`src/rtl/mem_port_arbiter.sv`:
```
// Two-requester arbiter for the shared memory/peripheral port: picks a winner, runs the
// ce-low / busy / valid / fault handshake with a timeout, and returns data and fault status.
module mem_port_arbiter #(
  parameter bit          RR_EN          = 1'b1,
  parameter int unsigned TIMEOUT_CYCLES = 1048575
) (
  input  logic        clk,
  input  logic        reset,
  input  logic [1:0]  req,
  input  logic [31:0] addr0,
  input  logic [31:0] addr1,
  input  logic [2:0]  funct3_0,
  input  logic [2:0]  funct3_1,
  input  logic [31:0] wdata0,
  input  logic [31:0] wdata1,
  input  logic [1:0]  we,
  output logic [1:0]  ack,
  output logic [31:0] rdata,
  output logic        fault,
  output logic        mem_ce,
  output logic [2:0]  mem_funct3,
  output logic [31:0] mem_addr,
  output logic [31:0] mem_datain,
  output logic        mem_memwrite,
  input  logic [31:0] mem_dataout,
  input  logic        mem_busy,
  input  logic        mem_valid,
  input  logic        mem_fault
);

  localparam int unsigned CNT_W = (TIMEOUT_CYCLES == 0) ? 1 : $clog2(TIMEOUT_CYCLES + 1);
  localparam logic [CNT_W-1:0] CNT_LAST = CNT_W'(TIMEOUT_CYCLES - 1);
  localparam logic [CNT_W-1:0] CNT_MAX  = {CNT_W{1'b1}};
  localparam bit TIMEOUT_EN = (TIMEOUT_CYCLES != 0);

  typedef enum logic [1:0] {
    S_IDLE  = 2'd0,
    S_START = 2'd1,
    S_WAIT  = 2'd2,
    S_RESP  = 2'd3
  } state_t;

  state_t           state, state_nxt;
  logic             grant, grant_nxt;
  logic             seen_busy, seen_busy_nxt;
  logic [CNT_W-1:0] cnt, cnt_nxt;
  logic [1:0]       ack_nxt;
  logic [31:0]      rdata_nxt;
  logic             fault_nxt;
  logic             mem_ce_nxt;
  logic [2:0]       mem_funct3_nxt;
  logic [31:0]      mem_addr_nxt;
  logic [31:0]      mem_datain_nxt;
  logic             mem_memwrite_nxt;
  logic             win;
  logic             done;

  // Winner for this IDLE cycle; grant doubles as the last-winner record for round-robin.
  always_comb begin
    win = req[1];
    if (req[0] && req[1]) begin
      win = RR_EN ? ~grant : 1'b1;
    end
  end

  // Next-state and next-output logic.
  always_comb begin
    state_nxt        = state;
    grant_nxt        = grant;
    seen_busy_nxt    = seen_busy;
    cnt_nxt          = cnt;
    ack_nxt          = 2'b00;
    rdata_nxt        = rdata;
    fault_nxt        = fault;
    mem_ce_nxt       = 1'b1;
    mem_funct3_nxt   = mem_funct3;
    mem_addr_nxt     = mem_addr;
    mem_datain_nxt   = mem_datain;
    mem_memwrite_nxt = mem_memwrite;
    done             = 1'b0;

    case (state)
      S_IDLE: begin
        if (req != 2'b00) begin
          grant_nxt        = win;
          mem_addr_nxt     = win ? addr1    : addr0;
          mem_funct3_nxt   = win ? funct3_1 : funct3_0;
          mem_datain_nxt   = win ? wdata1   : wdata0;
          mem_memwrite_nxt = win ? we[1]    : we[0];
          mem_ce_nxt       = 1'b0;
          state_nxt        = S_START;
        end
      end

      S_START: begin
        seen_busy_nxt = 1'b0;
        cnt_nxt       = '0;
        mem_ce_nxt    = 1'b0;
        state_nxt     = S_WAIT;
      end

      S_WAIT: begin
        mem_ce_nxt    = 1'b0;
        seen_busy_nxt = seen_busy | mem_busy;
        cnt_nxt       = (cnt == CNT_MAX) ? cnt : cnt + CNT_W'(1);
        // Busy falling after having been seen completes accesses that never raise valid.
        if (mem_fault) begin
          done      = 1'b1;
          fault_nxt = 1'b1;
          rdata_nxt = 32'h0;
        end else if (mem_valid || (seen_busy && !mem_busy)) begin
          done      = 1'b1;
          fault_nxt = 1'b0;
          rdata_nxt = mem_dataout;
        end else if (TIMEOUT_EN && (cnt == CNT_LAST)) begin
          done      = 1'b1;
          fault_nxt = 1'b1;
          rdata_nxt = 32'h0;
        end
        if (done) begin
          mem_ce_nxt = 1'b1;
          ack_nxt    = {grant, ~grant};
          state_nxt  = S_RESP;
        end
      end

      S_RESP: begin
        state_nxt = S_IDLE;
      end

      default: begin
        state_nxt = S_IDLE;
      end
    endcase
  end

  // State and registered outputs; a reset mid-access drops it without an ack.
  always_ff @(posedge clk) begin
    if (!reset) begin
      state        <= S_IDLE;
      grant        <= 1'b1;
      seen_busy    <= 1'b0;
      cnt          <= '0;
      ack          <= 2'b00;
      rdata        <= 32'h0;
      fault        <= 1'b0;
      mem_ce       <= 1'b1;
      mem_funct3   <= 3'h0;
      mem_addr     <= 32'h0;
      mem_datain   <= 32'h0;
      mem_memwrite <= 1'b0;
    end else begin
      state        <= state_nxt;
      grant        <= grant_nxt;
      seen_busy    <= seen_busy_nxt;
      cnt          <= cnt_nxt;
      ack          <= ack_nxt;
      rdata        <= rdata_nxt;
      fault        <= fault_nxt;
      mem_ce       <= mem_ce_nxt;
      mem_funct3   <= mem_funct3_nxt;
      mem_addr     <= mem_addr_nxt;
      mem_datain   <= mem_datain_nxt;
      mem_memwrite <= mem_memwrite_nxt;
    end
  end

endmodule

```
`config.mk`:
```
export PLATFORM = sky130hd
export DESIGN_NAME = mem_port_arbiter
export DESIGN_NICKNAME = d
export VERILOG_FILES = /design/src/rtl/mem_port_arbiter.sv
export SDC_FILE = /design/constraint.sdc
export NUM_CORES = 1
export LEC_CHECK = 0
export ABC_AREA = 1
export BUFFER_PORTS_ARGS = -buffer_cell sky130_fd_sc_hd__buf_2
export CORE_MARGIN = 4
export CORE_UTILIZATION = 46
export CTS_CLUSTER_DIAMETER = 60
export DETAILED_ROUTE_END_ITERATION = 7
export PLACE_DENSITY = 0.77
export SLEW_MARGIN = 0
export SYNTH_ARGS = -nofsm -noshare
export SYNTH_HDL_FRONTEND = slang
export SYNTH_SLANG_ARGS = --single-unit
```
`constraint.sdc`:
```
create_clock -name clk -period 1.8 [get_ports clk]
set_input_delay 0.18 -clock clk [delete_from_list [all_inputs] [get_ports clk]]
set_output_delay 0.18 -clock clk [all_outputs]
set_load 0.05 [all_outputs]
```
**Word-level counts from Yosys, hierarchy flattened**

Cells that the tools add are included.

- Add/sub/neg operators: 1
- Eq/ne operators: 8
- Reductions and logical operators: 13
- Muxes and demuxes: 24
- Bitwise gates (word level): 2

Operators with widths:

| kind | count |
|---|---|
| $mux 32 | 5 |
| $eq 20x20->1 const B | 2 |
| $pmux 20 s2 | 1 |
| $add 20x1->20 const B | 1 |
| $mux 20 | 1 |
| $mux 1 | 11 |
| $pmux 2 s4 | 1 |
| $reduce_and 2->1 | 4 |
| $ne 2x2->1 const B | 3 |
| $eq 2x2->1 const B | 2 |
| $mux 2 | 2 |
| $reduce_bool 2->1 | 2 |
| $mux 3 | 1 |
| $pmux 1 s3 | 1 |
| $reduce_and 3->1 | 1 |
| $reduce_bool 3->1 | 1 |
| $eq 2x1->1 const B | 1 |
| $logic_and 1x1->1 | 2 |
| $logic_not 2->1 | 1 |
| $pmux 1 s2 | 1 |
| $logic_not 1->1 | 1 |
| $logic_or 1x1->1 | 1 |
| $not 1->1 | 1 |
| $or 1x1->1 | 1 |

- Register bits: 128

**Logic depth before layout (Yosys ltp)**

Gate-level depths: netlist of run 1.

- Depth after elaboration: 8
- Gate-level depth with buffers: 12
- Depth with buffers taken out: 11

**Worst setup path after synthesis of run 1**

Ideal clock, no wire load.

- Path type: register -> register
- Start: reg state[0]
- End: reg fault
- Arrival time: 1.452 ns
- Setup slack: 0.282 ns
- Buffers on the path: 2
- Data required time: 1.734 ns
- Stages on the path, launching flop included: 10
- Path through: dfxtp_1 > inv_1 > ha_1 > buf_2 > inv_2 > nor2_1 > nand2_1 > clkbuf_1 > nand2_1 > a21oi_2

- Longest elaborated chain between the ends: 2

RTL lines:

| what | line | text |
|---|---|---|
| from (decl) | 43 | `state_t state, state_nxt;` |
| from (signal assigned) | 153 | `state <= state_nxt;` |
| $eq 2x2->1 | 82 | `case (state)` |
| $reduce_and 2->1 (no source line) | n/a |  |
| to (signal assigned) | 159 | `fault <= fault_nxt;` |
| to (decl) | 19 | `output logic fault,` |

No other way between the ends.
A chain may end at the register's enable or synchronous reset.

**Final worst setup path of run 1**

- Start: reg cnt[0]
- End: reg cnt[17]

- Longest elaborated chain between the ends: 3
- Elaborated cells on any way between the ends: 6
- Those cells by class: add/sub: 1; eq/ne: 2; mux: 2; reduce/logical: 1

RTL lines:

| what | line | text |
|---|---|---|
| from (decl) | 46 | `logic [CNT_W-1:0] cnt, cnt_nxt;` |
| from (signal assigned) | 156 | `cnt <= cnt_nxt;` |
| $add 20x1->20 / $eq 20x20->1 (equally long branches) | 105 | `cnt_nxt = (cnt == CNT_MAX) ? cnt : cnt + CNT_W'(1);` |
| $mux 20 / $ne 2x2->1 (equally long branches) | n/a |  |
| $pmux 20 s2 / $reduce_and 2->1 (equally long branches) | n/a |  |

Several ways; a longest one is shown, not always the timed one. The select of a mux whose other input is x is not followed.

==> impl_summary.log, run 1 <==
INFO  metric worst_setup_path_start_kind = flop
INFO  metric clock_tree.root_cell = sky130_fd_sc_hd__clkbuf_16
INFO  metric initial_utilization = 47.0%
INFO  metric drc_violation_total_after_the_first_tritonroute_iteration = 461
INFO  metric outcome = complete, no violations
INFO  metric leakage = 3.70 nW
INFO  metric detailedPlacementHpwl = 12.6 mm
INFO  metric final_nets = 1218
INFO  metric io-pin-count = 279
INFO  metric ir_drop = 0.00120 V
INFO  metric antenna_violations_before_repair = 0
INFO  metric route.detailed.wl_per_inst = 15.4 um
INFO  metric post_dp_cell_area = 0.00714 mm2
INFO  metric fin_crit = 1.64 ns
INFO  metric instance_count_of_the_mapped_netlist = 767
INFO  metric cts-htree-levels = 4
INFO  metric cts.reportedPaths.clkPinSlew = 0.05 ns
INFO  metric synth_fp_nets = 948
INFO  metric synthesized_area_fraction_occupied_by_and_or_nand_nor_cells = 25.3%
INFO  metric core_area = 0.0120 mm2
INFO  metric number_of_buffers_on_the_longest_clock_path = 2
INFO  metric hold_path_startpoint = mem_dataout[3]
INFO  metric drtAntennaViolNets = 0
INFO  metric hold_viol = 0
INFO  metric fp.dieH = 119 um
INFO  metric timing.critical_path.slowest_stage_cell = sky130_fd_sc_hd__dfxtp_1
INFO  metric worst_r2r_start = cnt[0]
INFO  metric global_route.usage.total = 24.3%
INFO  metric maximum_number_of_pins_on_one_net_before_global_route_repair = 137
INFO  metric final-max-slew-violation-count = 0
INFO  metric most_frequent_cells_in_the_layout = sky130_fd_sc_hd__buf_2, sky130_fd_sc_hd__nand2_1, sky130_fd_sc_hd__dfxtp_1, sky130_fd_sc_hd__o21ai_0
INFO  metric cts_buffers = 17
INFO  metric tritoncts_num_sinks = 128
INFO  metric clock_tree_from_tritoncts = yes
INFO  metric crit_fanout = 12
INFO  metric final.period_utilization = 90.9%
INFO  metric finalPower = 13.0 mW
INFO  metric globalRoute.totalOverflow = 0
INFO  metric worst_setup_path_class = flop to flop
INFO  metric io_buffer_count = 278
INFO  metric num_antenna_cells = 0
INFO  metric crit_chain = ha_2, nand3_2, nor2_4, nand3_4, nand2_4, nand2_2, a21oi_1, nor2_1
INFO  metric least_margin_pin_slew = 0.472 ns
INFO  metric drcViolationCount = 0
INFO  metric postSynthAreaPerCell = 7.33 um2
INFO  metric cap_viol_max_count = 0
INFO  metric first_global_vias = 5822
INFO  metric synth_top_family_by_area = simple AND/OR/NAND/NOR gates
INFO  metric critical_path_required = 2.11 ns
INFO  metric timing.hold.worst.class = input pin to flop
INFO  metric post-cts-setup-buffer-count = 0
INFO  metric synth_xor_xnor_area_share = 0.623%
INFO  metric fraction_of_final_layout_cells_with_drive_strength_greater_than_1 = 34.0%
INFO  metric yosys-mux-area-fraction = 0%
INFO  metric setup_clock_skew_after_layout = 0.0192 ns
INFO  metric area_delta_synth_final = 40.8%
INFO  metric dp_cells = 1154
INFO  metric num_rows = 40
INFO  metric power_density = 1640 mW/mm2
INFO  metric post_synthesis_adder_cell_area_fraction = 1.34%
INFO  metric yosysWarningCount = 0
INFO  metric max_slew_margin = 68.5%
INFO  metric vias = 6307
INFO  metric width_of_the_die = 119 um
INFO  metric clk-insertion-delay-late = 0.42 ns
INFO  metric synth_compound_area_share = 20.5%
INFO  metric final_core_utilization = 66.2%
INFO  metric type_of_element_capturing_the_critical_path = flop
INFO  metric place_congestion = 0.866
INFO  metric rsz_0062_raised_after_global_routing = yes
INFO  metric post-route-cell-area = 0.00792 mm2
INFO  metric timing.critical_path.from = cnt[0]
INFO  metric synthDistinctLibCells = 31
INFO  metric ys_ff_latch = 128
INFO  metric setup_viol = 0
INFO  metric synthesis.area = 0.00562 mm2
INFO  metric drt_wl_total = 18.4 mm
INFO  metric vias_per_cell = 5.27
INFO  metric layout_commonest_cell = sky130_fd_sc_hd__buf_2
INFO  metric drt_first_pass_iters = 7
INFO  metric grt_first_pass_wirelength = 28.0 mm
INFO  metric finalHoldWorstSlack = 0.0148 ns
INFO  metric synth-seq-area-share = 45.6%
INFO  metric fp.dieArea = 0.0141 mm2
INFO  metric worstPathArrival = 1.94 ns
INFO  metric final_cells = 1197
INFO  metric max_stage_delay = 0.38 ns
INFO  metric max_freq = 0.611 GHz
==> critical path, delay by kind of cell (launching register included) <==
kind	cells	cell delay, ns
simple gates	6	0.76
fa+ha+maj	1	0.22
compound gates	1	0.17
flops	1	0.38
==> final timing paths <==
| check | end | slack, ns | cells after the start |
|---|---|---|---|
| setup / recovery | cnt[17] | 0.16 | 8 |
| hold / removal | rdata[3] | 0.01 | 3 |
| setup reg to reg | cnt[17] | 0.16 | 8 |
| hold reg to reg | fault | 0.46 | 2 |
==> registers in the layout, summed over array words and instances, names as in the netlist <==
| signal | count |
|---|---|
| ack | 2 |
| cnt | 20 |
| fault | 1 |
| grant | 1 |
| mem_addr | 32 |
| mem_ce | 1 |
| mem_datain | 32 |
| mem_funct3 | 3 |
| mem_memwrite | 1 |
| rdata | 32 |
| seen_busy | 1 |
| state | 2 |
==> repair_timing <==
action,4_1_cts,5_1_grt
endpoints found under the hold margin,9,0
endpoints found under the setup margin,0,83
gates resized for setup,0,10
hold buffers,9,0
==> synthesized netlist by cell type (all sizes together) <==
library cell | number | share of area (%)
nand2 | 220 | 15
dfxtp | 128 | 46
o21ai | 109 | 9.7
nand3 | 70 | 6.5
a31oi | 68 | 7.6
nor2 | 38 | 2.9
clkbuf | 37 | 2.5
inv | 31 | 2.1
a21oi | 24 | 2.3
buf | 17 | 2.0
ha | 6 | 1.3
nand4 | 4 | 0.45
o21bai | 4 | 0.53
or2 | 3 | 0.33
xor2 | 3 | 0.47
a31o | 2 | 0.31
a211oi | 1 | 0.13
clkinv | 1 | 0.067
xnor2 | 1 | 0.16
==> per-layer routing <==
layer	part of all wire, %	global-route usage (%)	vias up	wire length [um]
met5	0	0	-	0
met4	1.5	7.46	0	285
met3	8.8	8.80	22	1610
met2	50	42.2	249	9250
met1	39	27.8	2895	7260
li1	-	-	3141	-
==> area by class of cell <==
class	count	area [um2]
clock buffer	18	439
fill	1052	4050
inverter	32	134
tap	147	184
timing repair buffer	305	1720
clock inverter	14	165
sequential	128	2560
multi-input combinational	553	2710
==> through the flow <==
stage | setup WS (ns) | TNS, ns
3_5_place_dp | 0.0708 | 0
6_report | 0.164 | 0
5_1_grt | -0.00695 | -0.0113
4_1_cts | 0.0272 | 0
2_1_floorplan | 0.282 | 0
3_3_place_gp | 0.163 | 0
==> report_power, final <==
part           internal, mW  leakage (nW)  switching [mW]
registers              3.59          1.05           0.368
clock network          2.21         0.284            1.27
logic                  1.35          2.37            4.20
==> cells by family (layout without fill, tap and decap cells) <==
group                      after synthesis  count (layout)
adders and majority gates                6               6
AOI/OAI and AO/OA                      208             208
xor gates and xnor gates                 4               4
DFF                                    128             128
and+or+nand+nor                        335             335
buffers and inverters                   86             369
Power figures use the tool's default switching activity.
==> run 2: changes to the inputs <==
--- a/config.mk
+++ b/config.mk
@@ -7,11 +7,13 @@
 export LEC_CHECK = 0
 export ABC_AREA = 1
 export BUFFER_PORTS_ARGS = -buffer_cell sky130_fd_sc_hd__buf_2
+export CELL_PAD_IN_SITES_DETAIL_PLACEMENT = 0
+export CELL_PAD_IN_SITES_GLOBAL_PLACEMENT = 1
 export CORE_MARGIN = 4
-export CORE_UTILIZATION = 46
+export CORE_UTILIZATION = 31
 export CTS_CLUSTER_DIAMETER = 60
 export DETAILED_ROUTE_END_ITERATION = 7
-export PLACE_DENSITY = 0.77
+export PLACE_DENSITY = 0.76
 export SLEW_MARGIN = 0
 export SYNTH_ARGS = -nofsm -noshare
 export SYNTH_HDL_FRONTEND = slang
==> impl_summary.log, run 2 (synthesis results as in run 1) <==
INFO  metric global_route.usage.total = 17.6% (-6.7 points)
INFO  metric worst_r2r_start = state[1]
INFO  metric finalPower = 12.6 mW (-2.7%)
INFO  metric detailedPlacementHpwl = 12.9 mm (+2.9%)
INFO  metric crit_path_end = mem_addr[7]
INFO  metric io_buffer_count = 278 (unchanged)
INFO  metric most_frequent_cells_in_the_layout = sky130_fd_sc_hd__buf_2, sky130_fd_sc_hd__nand2_1, sky130_fd_sc_hd__dfxtp_1, sky130_fd_sc_hd__o21ai_0
INFO  metric grt_first_pass_wirelength = 28.6 mm (+2.4%)
INFO  metric io-pin-count = 279 (unchanged)
INFO  metric cts.reportedPaths.clkPinSlew = 0.06 ns (about the same)
INFO  metric final.fill_count = 1770 (+68%)
INFO  metric leakage = 3.74 nW (+1.1%)
INFO  metric crit_chain = inv_1, ha_1, o21ai_1, clkinv_2, buf_12, o21ai_0, a31oi_1
INFO  metric rsz_0062_raised_after_global_routing = no
INFO  metric setup_clock_skew_after_layout = 0.0171 ns (-0.00206 ns)
INFO  metric drt_first_pass_iters = 6 (-1)
INFO  metric outcome = complete, no violations
INFO  metric timing.critical_path.depth = 7 (-1)
INFO  metric vias = 6055 (-4.0%)
INFO  metric cap_viol_max_count = 0 (unchanged)
INFO  metric place_congestion = 0.791 (-8.6%)
INFO  metric rr_worst_depth = 7 (-1)
INFO  metric hold_viol = 0 (unchanged)
INFO  metric vias_per_cell = 4.69 (-11%)
INFO  metric cts-htree-levels = 4 (unchanged)
INFO  metric drtAntennaViolNets = 0 (unchanged)
INFO  metric crit_fanout = 100 (+88)
INFO  metric ir_drop = 0.00104 V (-14%)
INFO  metric area_delta_synth_final = 43.9%
INFO  metric setup_viol = 0 (unchanged)
INFO  metric timing.critical_path.from = state[1]
INFO  metric finalSetupTns = 0 ns (unchanged)
INFO  metric cts_buffers = 17 (unchanged)
INFO  metric drcViolationCount = 0 (unchanged)
INFO  metric worst_setup_path_start_kind = flop
INFO  metric first_global_vias = 5629 (-3.3%)
INFO  metric critical_path_required = 2.07 ns (-0.04 ns)
INFO  metric least_margin_pin_slew = 0.576 ns (+0.104 ns)
INFO  metric core_area = 0.0175 mm2 (+47%)
INFO  metric power_density = 1560 mW/mm2 (-4.7%)
INFO  metric timing.critical_path.slowest_stage_cell = sky130_fd_sc_hd__dfxtp_1
INFO  metric critical_path.top_delay_family = compound AO/OA/AOI/OAI gates
INFO  metric register_area = 0.00256 mm2 (about the same)
INFO  metric fp.dieArea = 0.0203 mm2 (+45%)
INFO  metric combined_area_of_the_multi_input_logic_cells = 0.00271 mm2 (about the same)
INFO  metric type_of_element_capturing_the_critical_path = flop
INFO  metric timing.hold.worst.class = input pin to flop
INFO  metric fp.dieH = 143 um (+20%)
INFO  metric width_of_the_die = 143 um (+20%)
INFO  metric layout_commonest_cell = sky130_fd_sc_hd__buf_2
INFO  metric route.detailed.wl_per_inst = 14.3 um (-6.8%)
INFO  metric timing.rr.end = mem_addr[7]
INFO  metric reg.largest.list = mem_addr: 32 flops, mem_datain: 32 flops, rdata: 32 flops
INFO  metric fraction_of_final_layout_cells_with_drive_strength_greater_than_1 = 33.0% (-1.0 points)
INFO  metric max_stage_delay = 0.38 ns (about the same)
INFO  metric drc_violation_total_after_the_first_tritonroute_iteration = 406 (-12%)
INFO  metric max_slew_margin = 61.6% (-6.9 points)
INFO  metric cp.buffers_inverters = 3 (+3)
INFO  metric clock_tree_from_tritoncts = yes
INFO  metric post-route-cell-area = 0.00809 mm2 (+2.2%)
INFO  metric max_freq = 0.601 GHz (-1.6%)
INFO  metric final.period_utilization = 92.4% (+1.5 points)
INFO  metric post-cts-setup-buffer-count = 0 (unchanged)
INFO  metric final-max-slew-violation-count = 0 (unchanged)
INFO  metric post_dp_cell_area = 0.00726 mm2 (+1.6%)
INFO  metric antenna_violations_before_repair = 2 (+2)
INFO  metric worstPathArrival = 1.94 ns (about the same)
INFO  metric num_rows = 48 (+20%)
INFO  metric number_of_buffers_on_the_longest_clock_path = 2 (unchanged)
INFO  metric drt_wl_total = 18.5 mm (+0.40%)
INFO  metric final_nets = 1232 (+1.1%)
INFO  metric clock_tree.root_cell = sky130_fd_sc_hd__clkbuf_16
INFO  metric tritoncts_num_sinks = 128 (unchanged)
INFO  metric r2r_slack = 0.14 ns (-0.03 ns)
INFO  metric worst_setup_path_class = flop to flop
INFO  metric initial_utilization = 32.0% (-15 points)
INFO  metric maximum_number_of_pins_on_one_net_before_global_route_repair = 141 (+2.9%)
INFO  metric clk-insertion-delay-late = 0.42 ns (about the same)
INFO  metric globalRoute.totalOverflow = 0 (unchanged)
INFO  metric fin_crit = 1.66 ns (+0.0272 ns)
[run 2: cell count changes in the layout (fill, tap and decap cells not counted), sizes merged]
cell         before  now
clkinv            6    9
buf             294  295
inv              31   30
clkinvlp          5    2
diode             0    1
dlygate4sd3       9   24
bufinv            4    2
clkbuf           20   21
[run 2: what timing repair did]
action	in CTS	in global routing
hold buffers	24	0
setup endpoints to repair	0	49
endpoints found under the hold margin	24	0
resized for setup	0	12
[run 2: metrics by stage]
step / worst slack, ns / cells / hold slack, ns / util [%]
2_1_floorplan: 0.282 / 767 / 0.313 / -
3_3_place_gp: 0.129 / 1233 / 0.420 / 41.4
3_5_place_dp: 0.117 / 1233 / 0.427 / 41.4
4_1_cts: 0.0896 / 1289 / 0.000979 / 46.0
5_1_grt: 0.00501 / 1290 / 0.0132 / 46.1
6_report: 0.137 / 1290 / 0.0209 / 46.1
[run 2: layer usage]
metal  global-route usage (%)  share of wire, %  wire length, um  vias up
li1                         -                 -                -     3176
met1                     21.8                43             7950     2653
met2                     27.8                46             8540      207
met3                     7.00               9.1             1680       17
met4                     6.45               1.5              282        2
met5                        0              0.11               20        -
[run 2: final cells by class]
cell class                      count  share of cell area, %
Tap cell                          225                   3.48
Multi-Input combinational cell    553                   33.5
Timing Repair Buffer              319                   22.7
Clock buffer                       21                   5.69
Sequential cell                   128                   31.7
Clock inverter                     11                   1.41
Inverter                           32                   1.50
Antenna cell                        1                 0.0309
[run 2: worst min path at each step]
| stage | from | to | slack, ns | cells after the start |
|---|---|---|---|---|
| after floorplan | mem_dataout[10] | rdata[10] | 0.31 | 2 |
| after global placement | mem_dataout[7] | rdata[7] | 0.42 | 3 |
| after detailed placement | mem_dataout[7] | rdata[7] | 0.43 | 3 |
| after CTS | mem_dataout[15] | rdata[15] | 0.001 | 3 |
| after global routing | mem_dataout[26] | rdata[26] | 0.01 | 3 |
| final | wdata1[0] | mem_datain[0] | 0.02 | 3 |
[run 2: tightest hold or removal path, stage by stage]
cell and delay [ns]:
sky130_fd_sc_hd__buf_2 0.09, sky130_fd_sc_hd__nand2_1 0.05, sky130_fd_sc_hd__a31oi_1 0.07
[run 2: where the power goes]
| part | switching (mW) | internal (mW) | total [mW] |
|---|---|---|---|
| Combinational | 4.11 | 1.25 | 5.37 |
| Sequential | 0.355 | 3.59 | 3.94 |
| Clock | 1.24 | 2.10 | 3.34 |
